## config.mk

```make
export PLATFORM = sky130hd
export DESIGN_NAME = calc_addsub_scheduler
export DESIGN_NICKNAME = d
export VERILOG_FILES = /design/src/rtl/calc_addsub_scheduler.sv
export SDC_FILE = /design/constraint.sdc
export NUM_CORES = 1
export LEC_CHECK = 0
export CORE_MARGIN = 2
export CORE_UTILIZATION = 42
export DETAILED_ROUTE_END_ITERATION = 16
export GPL_TIMING_DRIVEN = 0
export PLACE_DENSITY = 0.82
export SLEW_MARGIN = 5
export SYNTH_ARGS = -nofsm -noshare
export SYNTH_HDL_FRONTEND = slang
export SYNTH_SLANG_ARGS = --single-unit
```

## constraint.sdc

```tcl
create_clock -name clk -period 2.4 [get_ports clk]
set_input_delay 0.24 -clock clk [delete_from_list [all_inputs] [get_ports clk]]
set_output_delay 0.24 -clock clk [all_outputs]
set_load 0.05 [all_outputs]
```

## src/rtl/calc_addsub_scheduler.sv

```systemverilog
// Round-robin scheduler that shares one add unit between NREQ calculator requesters.
// Optional WAIT timeout: define CALC_SCHED_TIMEOUT_EN.
module calc_addsub_scheduler #(
  parameter int NREQ    = 2,
  parameter int W       = 4,
  parameter int TIMEOUT = 15
) (
  input  logic              clk,
  input  logic              rst,
  input  logic [NREQ-1:0]   req,
  input  logic [NREQ*W-1:0] req_a,
  input  logic [NREQ*W-1:0] req_b,
  input  logic [NREQ-1:0]   req_ci,
  output logic [NREQ-1:0]   gnt,
  output logic [NREQ-1:0]   rsp_valid,
  output logic [W-1:0]      rsp_data,
  output logic              busy,
  output logic              u_start,
  output logic [W-1:0]      u_a,
  output logic [W-1:0]      u_b,
  output logic              u_ci,
  input  logic [W-1:0]      u_sum,
  input  logic              u_finish,
  output logic              err
);

  // state  | meaning
  // IDLE   | arbitrate; gnt is shown combinationally in the cycle the job is taken
  // ISSUE  | u_start pulse to the shared unit
  // WAIT   | wait for u_finish; first cycle blanked against a stale finish
  // RESP   | one-cycle rsp_valid to the granted requester

  localparam int PW = $clog2(NREQ);

  if (NREQ < 2 || NREQ > 4 || TIMEOUT < 1) begin : g_bad_param
    $error("calc_addsub_scheduler: NREQ must be 2..4 and TIMEOUT >= 1");
  end

  typedef enum logic [1:0] {S_IDLE, S_ISSUE, S_WAIT, S_RESP} state_t;

  state_t          state;
  logic [PW-1:0]   rr_ptr;
  logic [NREQ-1:0] gnt_q;
  logic            blank;

  logic [PW-1:0]   arb_idx;
  logic            arb_hit;
  logic [PW:0]     scan_sum;
  logic [PW-1:0]   scan_idx;
  logic [W-1:0]    sel_a;
  logic [W-1:0]    sel_b;
  logic            sel_ci;
  logic [NREQ-1:0] gnt_c;

  // Scan downward from the farthest offset so the nearest request to rr_ptr wins.
  always_comb begin
    arb_idx  = '0;
    arb_hit  = 1'b0;
    scan_sum = '0;
    scan_idx = '0;
    for (int i = NREQ - 1; i >= 0; i--) begin
      scan_sum = {1'b0, rr_ptr} + (PW+1)'(i);
      if (scan_sum >= (PW+1)'(NREQ)) begin
        scan_sum = scan_sum - (PW+1)'(NREQ);
      end
      scan_idx = scan_sum[PW-1:0];
      if (req[scan_idx]) begin
        arb_idx = scan_idx;
        arb_hit = 1'b1;
      end
    end
  end

  always_comb begin
    sel_a  = '0;
    sel_b  = '0;
    sel_ci = 1'b0;
    gnt_c  = '0;
    for (int i = 0; i < NREQ; i++) begin
      if (arb_idx == PW'(i)) begin
        sel_a    = req_a[i*W +: W];
        sel_b    = req_b[i*W +: W];
        sel_ci   = req_ci[i];
        gnt_c[i] = 1'b1;
      end
    end
  end

  assign gnt = (rst && state == S_IDLE && arb_hit) ? gnt_c : '0;

`ifdef CALC_SCHED_TIMEOUT_EN
  localparam int TW = $clog2(TIMEOUT + 1);
  logic [TW-1:0] wait_cnt;
`else
  assign err = 1'b0;
`endif

  always_ff @(posedge clk or negedge rst) begin
    if (!rst) begin
      state     <= S_IDLE;
      rr_ptr    <= '0;
      gnt_q     <= '0;
      blank     <= 1'b0;
      rsp_valid <= '0;
      rsp_data  <= '0;
      busy      <= 1'b0;
      u_start   <= 1'b0;
      u_a       <= '0;
      u_b       <= '0;
      u_ci      <= 1'b0;
`ifdef CALC_SCHED_TIMEOUT_EN
      wait_cnt  <= '0;
      err       <= 1'b0;
`endif
    end else begin
      u_start   <= 1'b0;
      rsp_valid <= '0;
`ifdef CALC_SCHED_TIMEOUT_EN
      err       <= 1'b0;
`endif
      case (state)
        S_IDLE: begin
          if (arb_hit) begin
            u_a     <= sel_a;
            u_b     <= sel_b;
            u_ci    <= sel_ci;
            gnt_q   <= gnt_c;
            rr_ptr  <= (arb_idx == PW'(NREQ - 1)) ? '0 : arb_idx + 1'b1;
            u_start <= 1'b1;
            busy    <= 1'b1;
            state   <= S_ISSUE;
          end
        end
        S_ISSUE: begin
          blank <= 1'b1;
`ifdef CALC_SCHED_TIMEOUT_EN
          wait_cnt <= TW'(TIMEOUT - 1);
`endif
          state <= S_WAIT;
        end
        S_WAIT: begin
          blank <= 1'b0;
          if (!blank && u_finish) begin
            rsp_data  <= u_sum;
            rsp_valid <= gnt_q;
            state     <= S_RESP;
          end
`ifdef CALC_SCHED_TIMEOUT_EN
          else if (wait_cnt == '0) begin
            rsp_data  <= '0;
            rsp_valid <= gnt_q;
            err       <= 1'b1;
            state     <= S_RESP;
          end else begin
            wait_cnt <= wait_cnt - 1'b1;
          end
`endif
        end
        S_RESP: begin
          busy  <= 1'b0;
          state <= S_IDLE;
        end
        default: state <= S_IDLE;
      endcase
    end
  end

endmodule

```

==> flow_metrics.env <==
export IMPL_antenna_found_initial=0
export IMPL_status="finished clean"
export IMPL_rsz0062_at_grt="no"
export IMPL_route_vias_total=759
export IMPL_cts_root_buf="clkbuf_4"
export IMPL_setup_slack_ns=0.145
export IMPL_pwr_share_comb_pct=60.0
export IMPL_drc=0
export IMPL_tightest_slew_ns=0.961
export IMPL_die_x_um=52.2
export IMPL_ys_warnings_count=0
export IMPL_end_kind="output pin"
export IMPL_period_minus_slack_ns=2.26
export IMPL_synthArstFlopShare_pct=100
export IMPL_htree_num_levels=1
export IMPL_final_hold_violation_count=0
export IMPL_dp_slack_ns=-0.293
export IMPL_drive_gt1_share_pct=11.7
export IMPL_arrival_ns=2.02
export IMPL_synth_edf_count=0
export IMPL_die_y_um=52.2
export IMPL_ys_flop_type="dfrtp_1"
export IMPL_yosys_area_top_type="dfrtp_1"
export IMPL_drt_vias_per_instance=4.87
export IMPL_path_class="flip-flop to output pin"
export IMPL_slew_headroom_pct=35.8
export IMPL_seqPwrFrac_pct=30.4
export IMPL_tns_ns=0
export IMPL_synth_xor_area_share_pct=0
export IMPL_synthMuxAreaShare_pct=6.79
export IMPL_io_pins=47
export IMPL_cts_buffers=3
export IMPL_cts_tree="done"
export IMPL_synth_most_common_cell="dfrtp_1"
export IMPL_synth_compound_area_share_pct=14.7
export IMPL_place_hpwl_um=1660
export IMPL_cp_max_fo=10
export IMPL_place_congestion=0.699
export IMPL_cp_top_family="buffers and inverters"
export IMPL_p_int_mw=1.13
export IMPL_synth_simple_area_share_pct=11.0
export IMPL_layout_area_seq_um2=551
export IMPL_cp_start_kind="flip-flop"
export IMPL_ys_top_cells_by_count="dfrtp_1 (22), a221o_1 (9), and2_0 (7), inv_1 (7)"
export IMPL_reg2regPathDepth=6
export IMPL_min_path_type="primary input to asynchronous set/reset pin"
export IMPL_fill_cells=183
export IMPL_dp_cells=152
export IMPL_wl_per_cell_um=13.8
export IMPL_synthDistinctLibCells=23
export IMPL_crit_cells=7
export IMPL_power_frac_clock_pct=9.7
export IMPL_setup_viol=0
export IMPL_cellLeakagePower_nw=0.691
export IMPL_post_cts_setup_buffers=0
export IMPL_grt_util_all_layers_pct=17.9
export IMPL_finalCritPeriodShare_pct=94.0
export IMPL_cts_sinks=22
export IMPL_fin_skew_ns=0.00306
export IMPL_cts_reportedPaths_clkPinSlew_ns=0.12
export IMPL_synth_fa_ha_area_share_pct=5.12
export IMPL_crit_path_max_incr_delay_ns=0.42
export IMPL_design_core_area_um2=2210
export IMPL_ys_seq_elements=22
export IMPL_slowest_stage="dfrtp_1"
export IMPL_grt_overflow_total=0
export IMPL_grt_pass1_wl_um=3480
export IMPL_clkLatencyLatePin_ns=0.30
export IMPL_drtIter0Drc=6
export IMPL_firstDrtPassIters=4
export IMPL_syn_area_um2=977
export IMPL_switchingPower_mw=0.929
export IMPL_slew_violations=0
export IMPL_fin_cells=156
export IMPL_num_antenna_cells=0
export IMPL_timing_hold_ws_ns=0.0676
export IMPL_postSynthCellCount=79
export IMPL_finalNetCount=160
export IMPL_routed_wl_um=2150
export IMPL_p_sw_share_pct=45.1
export IMPL_path_cells="inv_1 -> ha_1 -> nand2_1 -> a21oi_1 -> buf_2 -> and2_1 -> clkdlybuf4s15_2"
export IMPL_synth_top_family_by_area="compound AO/OA/AOI/OAI gates"
export IMPL_power_ir_vdd_worst_mv=0.896
export IMPL_cap_violations=0
export IMPL_areaGrowthSynthToFinish_pct=53.3
export IMPL_rows=17
export IMPL_io_buffers=45
export IMPL_ant_nets=0
export IMPL_fmax_mhz=443
export IMPL_grt_pass1_vias=781
export IMPL_yosysSeqAreaShare_pct=56.3
export IMPL_p_per_area_nw_per_um2=1370
export IMPL_path_buf_inv=3
export IMPL_start_util_pct=44.2
export IMPL_cts_buffer_depth=2
export IMPL_dieArea_um2=2730
export IMPL_syn_nets=110
export IMPL_synth_top_area_share_pct=56.3
export IMPL_cp_required_ns=2.16
export IMPL_multi_input_comb_area_um2=372
export IMPL_synth_avg_cell_area_um2=12.4
export IMPL_synthTopCellsByArea="dfrtp_1 (56%), a221o_1 (9.2%), ha_1 (5.1%), mux2_2 (4.6%), and2_0 (4.5%)"
export IMPL_grt_max_degree=25
## layout by cell type, fill, tap and decap left out, types with 2 or more instances in the layout
master | synthesis | routed
a21oi_1 | 3 | 3
and2_0 | 7 | 7
a221o_1 | 9 | 9
ha_1 | 4 | 4
nand2_1 | 2 | 2
clkbuf_4 | 0 | 3
clkdlybuf4s50_1 | 0 | 42
inv_1 | 7 | 7
a21o_1 | 2 | 2
and2_1 | 4 | 4
mux2_2 | 4 | 4
nor2_1 | 2 | 2
dfrtp_1 | 22 | 22
buf_2 | 2 | 3
## power groups by stage
stage | sequential, mW | combinational [mW] | clock, mW
CTS | 0.626 | 1.25 | 0.207
finish | 0.625 | 1.23 | 0.199
floorplan | 1.06 | 0.414 | 0
global route | 0.645 | 1.31 | 0.224
global placement | 0.622 | 1.22 | 0
detailed placement | 0.633 | 1.25 | 0
## final cells by class
type	instances	area share, %
sequential	22	36.8
timing repair buffer	45	30.0
multi-input combinational	46	24.8
clock buffer	4	2.42
tap	28	2.34
buffer	4	1.92
inverter	7	1.75
## flip-flops by register name (all words and copies together), names as in the netlist
name and count:
rsp_data 4, u_a 4, u_b 4, rsp_valid 2
state 2, blank 1, busy 1, gnt_q 1
rr_ptr 1, u_ci 1, u_start 1
## stage by stage
stage	cell area (um2)	power [mW]	utilization [%]
floorplan	977	1.47	-
global placement	1460	1.84	66.1
detailed placement	1460	1.88	66.1
CTS	1500	2.09	67.9
global route	1500	2.18	67.7
finish	1500	2.06	67.7
## worst reg2reg max path, cell delays in order, from the launching register on
cell	delay [ns]
dfrtp_1	0.42
inv_1	0.11
ha_1	0.21
o21ai_1	0.12
buf_6	0.16
and2_0	0.16
a221o_1	0.27
## path summary, 6_finish.rpt
| check | end | slack (ns) | start |
|---|---|---|---|
| setup / recovery | gnt[0] | 0.14 | state[0] |
| hold / removal | u_start | 0.07 | rst |
| setup reg to reg | u_a[2] | 0.86 | state[0] |
| hold reg to reg | gnt_q[1] | 0.50 | gnt_q[1] |
| max in group asynchronous | u_b[1] | 1.75 | rst |
| min in group clk | gnt_q[1] | 0.50 | gnt_q[1] |
## cells by family (layout without fill, tap and decap cells)
group / after synthesis / count (layout)
buffers and inverters: 11 / 60
AO/OA/AOI/OAI: 17 / 17
AND/OR/NAND/NOR: 18 / 18
multiplexers: 6 / 6
flip-flops: 22 / 22
adder cells (fa/ha/maj): 4 / 4
other: 1 / 1
## repair_timing
item / in CTS / in global routing
resized for setup: 6 / 3
hold buffers: 0 / 0
hold endpoints to repair: 0 / 0
setup endpoints to repair: 2 / 2
## per-layer routing
metal / up-vias / track usage, % / share of wire (%)
met5: - / 0 / 0
met4: 0 / 3.85 / 0
met3: 0 / 7.71 / 8.5
met2: 27 / 34.4 / 52
met1: 359 / 17.5 / 39
li1: 373 / - / -
Note: power is estimated with default switching activity, not from simulation.
